[src/rtl/ex_mem_stage.sv]
`default_nettype none
// ============================================================================
//  Module   : ex_mem_stage
//  Brief    : EX/MEM pipeline register. Carries write-back, HI/LO and memory
//             fields from EX to MEM, honours the stall vector, supports a
//             synchronous flush and holds EX multi-cycle temporaries.
//  Revision : 1.0  initial release
// ============================================================================
module ex_mem_stage #(
  parameter int DATA_W    = 32,
  parameter int RADDR_W   = 5,
  parameter int ALUOP_W   = 8,
  parameter int STALL_W   = 6,
  parameter int STAGE_IDX = 3,
  parameter int CNT_W     = 2
) (
  input  logic                 clk,
  input  logic                 rst,           // asynchronous, active-low
  input  logic [STALL_W-1:0]   stall,
  input  logic                 flush,
  input  logic                 ex_valid,
  input  logic [RADDR_W-1:0]   ex_wd,
  input  logic                 ex_wreg,
  input  logic [DATA_W-1:0]    ex_wdata,
  input  logic [DATA_W-1:0]    ex_hi,
  input  logic [DATA_W-1:0]    ex_lo,
  input  logic                 ex_whilo,
  input  logic [ALUOP_W-1:0]   ex_aluop,
  input  logic [DATA_W-1:0]    ex_mem_addr,
  input  logic [DATA_W-1:0]    ex_reg2,
  input  logic [2*DATA_W-1:0]  hilo_temp_i,
  input  logic [CNT_W-1:0]     cnt_i,
  output logic                 mem_valid,
  output logic [RADDR_W-1:0]   mem_wd,
  output logic                 mem_wreg,
  output logic [DATA_W-1:0]    mem_wdata,
  output logic [DATA_W-1:0]    mem_hi,
  output logic [DATA_W-1:0]    mem_lo,
  output logic                 mem_whilo,
  output logic [ALUOP_W-1:0]   mem_aluop,
  output logic [DATA_W-1:0]    mem_mem_addr,
  output logic [DATA_W-1:0]    mem_reg2,
  output logic [2*DATA_W-1:0]  hilo_temp_o,
  output logic [CNT_W-1:0]     cnt_o
);

  logic                 r_valid;
  logic [RADDR_W-1:0]   r_wd;
  logic                 r_wreg;
  logic [DATA_W-1:0]    r_wdata;
  logic [DATA_W-1:0]    r_hi;
  logic [DATA_W-1:0]    r_lo;
  logic                 r_whilo;
  logic [ALUOP_W-1:0]   r_aluop;
  logic [DATA_W-1:0]    r_mem_addr;
  logic [DATA_W-1:0]    r_reg2;
  logic [2*DATA_W-1:0]  r_hilo_temp;
  logic [CNT_W-1:0]     r_cnt;

  logic w_es;   // EX stage stalled
  logic w_ms;   // MEM stage stalled

  assign w_es = stall[STAGE_IDX];
  assign w_ms = stall[STAGE_IDX+1];

  // Pipeline register: flush > bubble > hold > advance. EX stalled alone
  // inserts a bubble while capturing the in-flight multi-cycle temporary;
  // EX stalled with MEM stalled freezes everything.
  always_ff @(posedge clk or negedge rst) begin
    if (!rst) begin
      r_valid     <= 1'b0;
      r_wd        <= '0;
      r_wreg      <= 1'b0;
      r_wdata     <= '0;
      r_hi        <= '0;
      r_lo        <= '0;
      r_whilo     <= 1'b0;
      r_aluop     <= '0;
      r_mem_addr  <= '0;
      r_reg2      <= '0;
      r_hilo_temp <= '0;
      r_cnt       <= '0;
    end else if (flush) begin
      r_valid     <= 1'b0;
      r_wd        <= '0;
      r_wreg      <= 1'b0;
      r_wdata     <= '0;
      r_hi        <= '0;
      r_lo        <= '0;
      r_whilo     <= 1'b0;
      r_aluop     <= '0;
      r_mem_addr  <= '0;
      r_reg2      <= '0;
      r_hilo_temp <= '0;
      r_cnt       <= '0;
    end else if (w_es && !w_ms) begin
      r_valid     <= 1'b0;
      r_wd        <= '0;
      r_wreg      <= 1'b0;
      r_wdata     <= '0;
      r_hi        <= '0;
      r_lo        <= '0;
      r_whilo     <= 1'b0;
      r_aluop     <= '0;
      r_mem_addr  <= '0;
      r_reg2      <= '0;
      r_hilo_temp <= hilo_temp_i;
      r_cnt       <= cnt_i;
    end else if (!w_es) begin
      // An illegal es=0/ms=1 combination also lands here and advances.
      r_valid     <= ex_valid;
      r_wd        <= ex_wd;
      r_wreg      <= ex_wreg;
      r_wdata     <= ex_wdata;
      r_hi        <= ex_hi;
      r_lo        <= ex_lo;
      r_whilo     <= ex_whilo;
      r_aluop     <= ex_aluop;
      r_mem_addr  <= ex_mem_addr;
      r_reg2      <= ex_reg2;
      r_hilo_temp <= '0;
      r_cnt       <= '0;
    end
    // es=1, ms=1: every register keeps its value.
  end

  assign mem_valid    = r_valid;
  assign mem_wd       = r_wd;
  assign mem_wreg     = r_wreg;
  assign mem_wdata    = r_wdata;
  assign mem_hi       = r_hi;
  assign mem_lo       = r_lo;
  assign mem_whilo    = r_whilo;
  assign mem_aluop    = r_aluop;
  assign mem_mem_addr = r_mem_addr;
  assign mem_reg2     = r_reg2;
  assign hilo_temp_o  = r_hilo_temp;
  assign cnt_o        = r_cnt;

endmodule
`default_nettype wire

[config.mk]
export PLATFORM = sky130hd
export DESIGN_NAME = ex_mem_stage
export DESIGN_NICKNAME = d
export VERILOG_FILES = /design/src/rtl/ex_mem_stage.sv
export SDC_FILE = /design/constraint.sdc
export NUM_CORES = 1
export LEC_CHECK = 0
export CAP_MARGIN = 20
export CORE_AREA = 2 2 192 194
export CTS_CLUSTER_DIAMETER = 120
export DETAILED_ROUTE_END_ITERATION = 7
export DIE_AREA = 0 0 194 196
export GPL_ROUTABILITY_DRIVEN = 0
export PLACE_DENSITY = 0.67
export SYNTH_ARGS = -nofsm -noshare
export SYNTH_HDL_FRONTEND = slang
export SYNTH_SLANG_ARGS = --single-unit
[constraint.sdc]
create_clock -name clk -period 0.93 [get_ports clk]
set_clock_uncertainty 0.1 [all_clocks]
set_input_delay 0.1395 -clock clk [delete_from_list [all_inputs] [get_ports clk]]
set_output_delay 0.1395 -clock clk [all_outputs]
set_load 0.01 [all_outputs]
==> metrics.md <==
| Metric | Value |
|---|---|
| Sequential-to-total area share from yosys stat | around three fifths |
| Commonest cells after routing, fill and taps aside | 242 x dfrtp_1, 242 x clkdlybuf4s50_1, 160 x nand2b_1, 160 x buf_4, 138 x buf_6 |
| Reg area | 6060 um^2 |
| RSZ-0062 raised after global routing | yes |
| Final-stage net count | between 1500 and 2000 |
| Max Clk Rate | 745 MHz |
| 1st-iter DRT viols | 327 |
| Worst Slack Setup Final | -0.413 ns |
| YS warnings | 0 |
| Die Wd | 194 um |
| Worst Hold Class | in -> async |
| Setup violations, final | roughly 280 |
| Fin Setup TNS | -94.81 ns |
| Crit path max fanout | 2 |
| Gr ovfl total | 0 |
| Root Buffer Master | clkbuf_16 |
| DR vias | 9675 |
| Vias in the first global route | 9901 |
| Largest net degree at the start of global routing | 72 |
| Synth cell types | 14 |
| Antenna-violating nets left | 0 |
| Post-Syn Area | 10200 um^2 |
| Failing checks | hold timing, setup timing |
| Crit end category | output pin |
| Max_cap viols | 0 |
| CTS Buf Count | 26 |
| Max VDD drop | about 0.0011 V |
| Final period utilization | 144% |
| WP buf/inv | 1 |
| Core Box Area | 36100 um^2 |
| Clk sinks | 242 |
| Avg WL per Cell | 17.4 um |
| Pins over their slew limit | 0 |
| Tot GR Track Use | 17.8% |
| Diode count | 0 |
| Static Leak | roughly 0.0085 uW |
| Clock Latency Late Sink | 0.53 ns |
| DRC | 0 |
| DRT Pass-1 Iters | 6 |
| Share of post-route cells with drive strength above 1 | 37.2% |
| Initial Util | 28.4% |
| Area of the multi-input gates | 4190 um^2 |
| Slowest stage delay, CP | between 0.4 and 0.5 ns |
| Clock transition at path regs | 0.06 ns |
| Die Footprint | about 38000 um^2 |
| Synthesized flop and latch total | 242 |
| Rel. slew slack | 42.7% |
| PortBufs | 488 |
| Final hold violation count | 30 |
| Std-Cell Rows | 70 |
| PwrDens | 1510 nW/um^2 |
| Finished Cell Area | 18100 um^2 |
| DPL Wire Length | 25000 um |
| Area Overhead vs Synth | 76.8% |
| Net Count, Synth | 1215 |
| Number of antenna violations at the first check in global routing | 0 |
| Top delay family on crit path | flip-flops |
| Hold_ws | -0.0817 ns |
| Tmin final | 1.34 ns |
| Status | finished with violations |
| Arrival @ worst endpoint | around 1.1 ns |
| Maximum clock insertion buffer count | 3 |
| CTS tree | built |
| Critical path class | reg -> out |
| Filler cells | 3300 |
| Crit start category | register |
| H-tree depth | 1 |
| Slew @ Worst Pin | between 0.8 and 0.9 ns |
| Worst path required time | 0.69 ns |
| Worst path slowest cell | dfrtp_1 |
| Synth Instances | ~960 |
| Routed WL | between 30000 and 40000 um |
| Placed Instance Area | 16700 um^2 |
| Die height | 196 um |
| Final core occ | 50.2% |
| Vias per std cell | around 4.6 |
| Worst path cell trace | buf_2 |
| Global-route wire length before repair | 54800 um |
| DP Worst Slack | -0.689 ns |
| Ports | slightly below 500 |
| Mapped Avg Cell Area | 10.6 um^2 |
==> layout make-up <==
type	count	share of cell area, %
Clock inverter	13	1.05
Tap cell	468	3.23
Clock buffer	35	4.17
Sequential cell	242	33.4
Multi-Input combinational cell	631	23.1
Timing Repair Buffer	698	35.0
==> power breakdown <==
group          internal, uW  switching (uW)  total, uW
clock network          7060            4360      11400
logic                  2610            1990       4600
registers             11000             289      11300
==> final timing paths <==
path,startpoint,endpoint,slack (ns),depth (start not counted)
max in group asynchronous,rst,mem_aluop[0],0.26,4
worst min-delay path,rst,mem_lo[16],-0.08,2
min in group clk,stall[3],mem_reg2[13],-0.07,4
worst max-delay path,hilo_temp_o[62],hilo_temp_o[62],-0.41,1
worst max register to register,hilo_temp_o[0],hilo_temp_o[0],-0.09,4
worst min register to register,hilo_temp_o[22],hilo_temp_o[22],0.42,2
==> kinds of logic (layout without fill, tap and decap cells) <==
family          after synthesis  in the layout  share of synthesized area [%]
compound gates              176            176                           9.38
flops                       242            242                           59.1
mux                          66             66                           6.45
simple gates                389            389                           20.2
buf+inv                      91            746                           4.90
==> state kept, by name, summed over array words and instances, names as in the netlist <==
signal        count
hilo_temp_o      64
mem_hi           32
mem_lo           32
mem_mem_addr     32
mem_reg2         32
mem_wdata        32
mem_aluop         8
mem_wd            5
cnt_o             2
mem_valid         1
mem_whilo         1
mem_wreg          1
==> through the flow <==
| step | total power (uW) | std cells | hold slack, ns |
|---|---|---|---|
| after global routing | 28500 | 2087 | -0.104 |
| after global placement | 15800 | 1955 | -0.129 |
| after CTS | 27400 | 2054 | -0.110 |
| after floorplan | 13000 | 964 | -0.256 |
| after detailed placement | 15900 | 1955 | -0.129 |
| final | 27300 | 2087 | -0.0817 |
==> synthesized netlist by cell type <==
cell type	n	area [um^2]
a21oi_1	160	801
a32o_1	16	160
buf_1	3	11.3
buf_12	1	20.0
buf_2	37	185
buf_4	10	75.1
buf_6	8	90.1
clkbuf_1	32	120
dfrtp_1	242	6060
mux2i_1	66	661
nand2b_1	161	1010
nand3_1	160	801
nor2_1	67	251
nor2b_1	1	6.26
==> what timing repair did <==
| action | CTS | global route |
|---|---|---|
| pin swaps | 0 | 32 |
| hold endpoints to repair | 277 | 34 |
| gates resized for setup | 1072 | 115 |
| gates cloned | 0 | 1 |
| endpoints found under the setup margin | 259 | 302 |
| hold buffers | 4 | 3 |
| buffers inserted | 47 | 48 |
==> metal layers <==
metal	vias to the layer above	track usage, %	routed length [um]
met2	359	30.1	17700
li1	4560	-	-
met5	-	0	0
met3	49	5.64	3110
met4	0	5.25	768
met1	4707	21.7	14800
No activity file was read; power rests on OpenSTA's default activity.
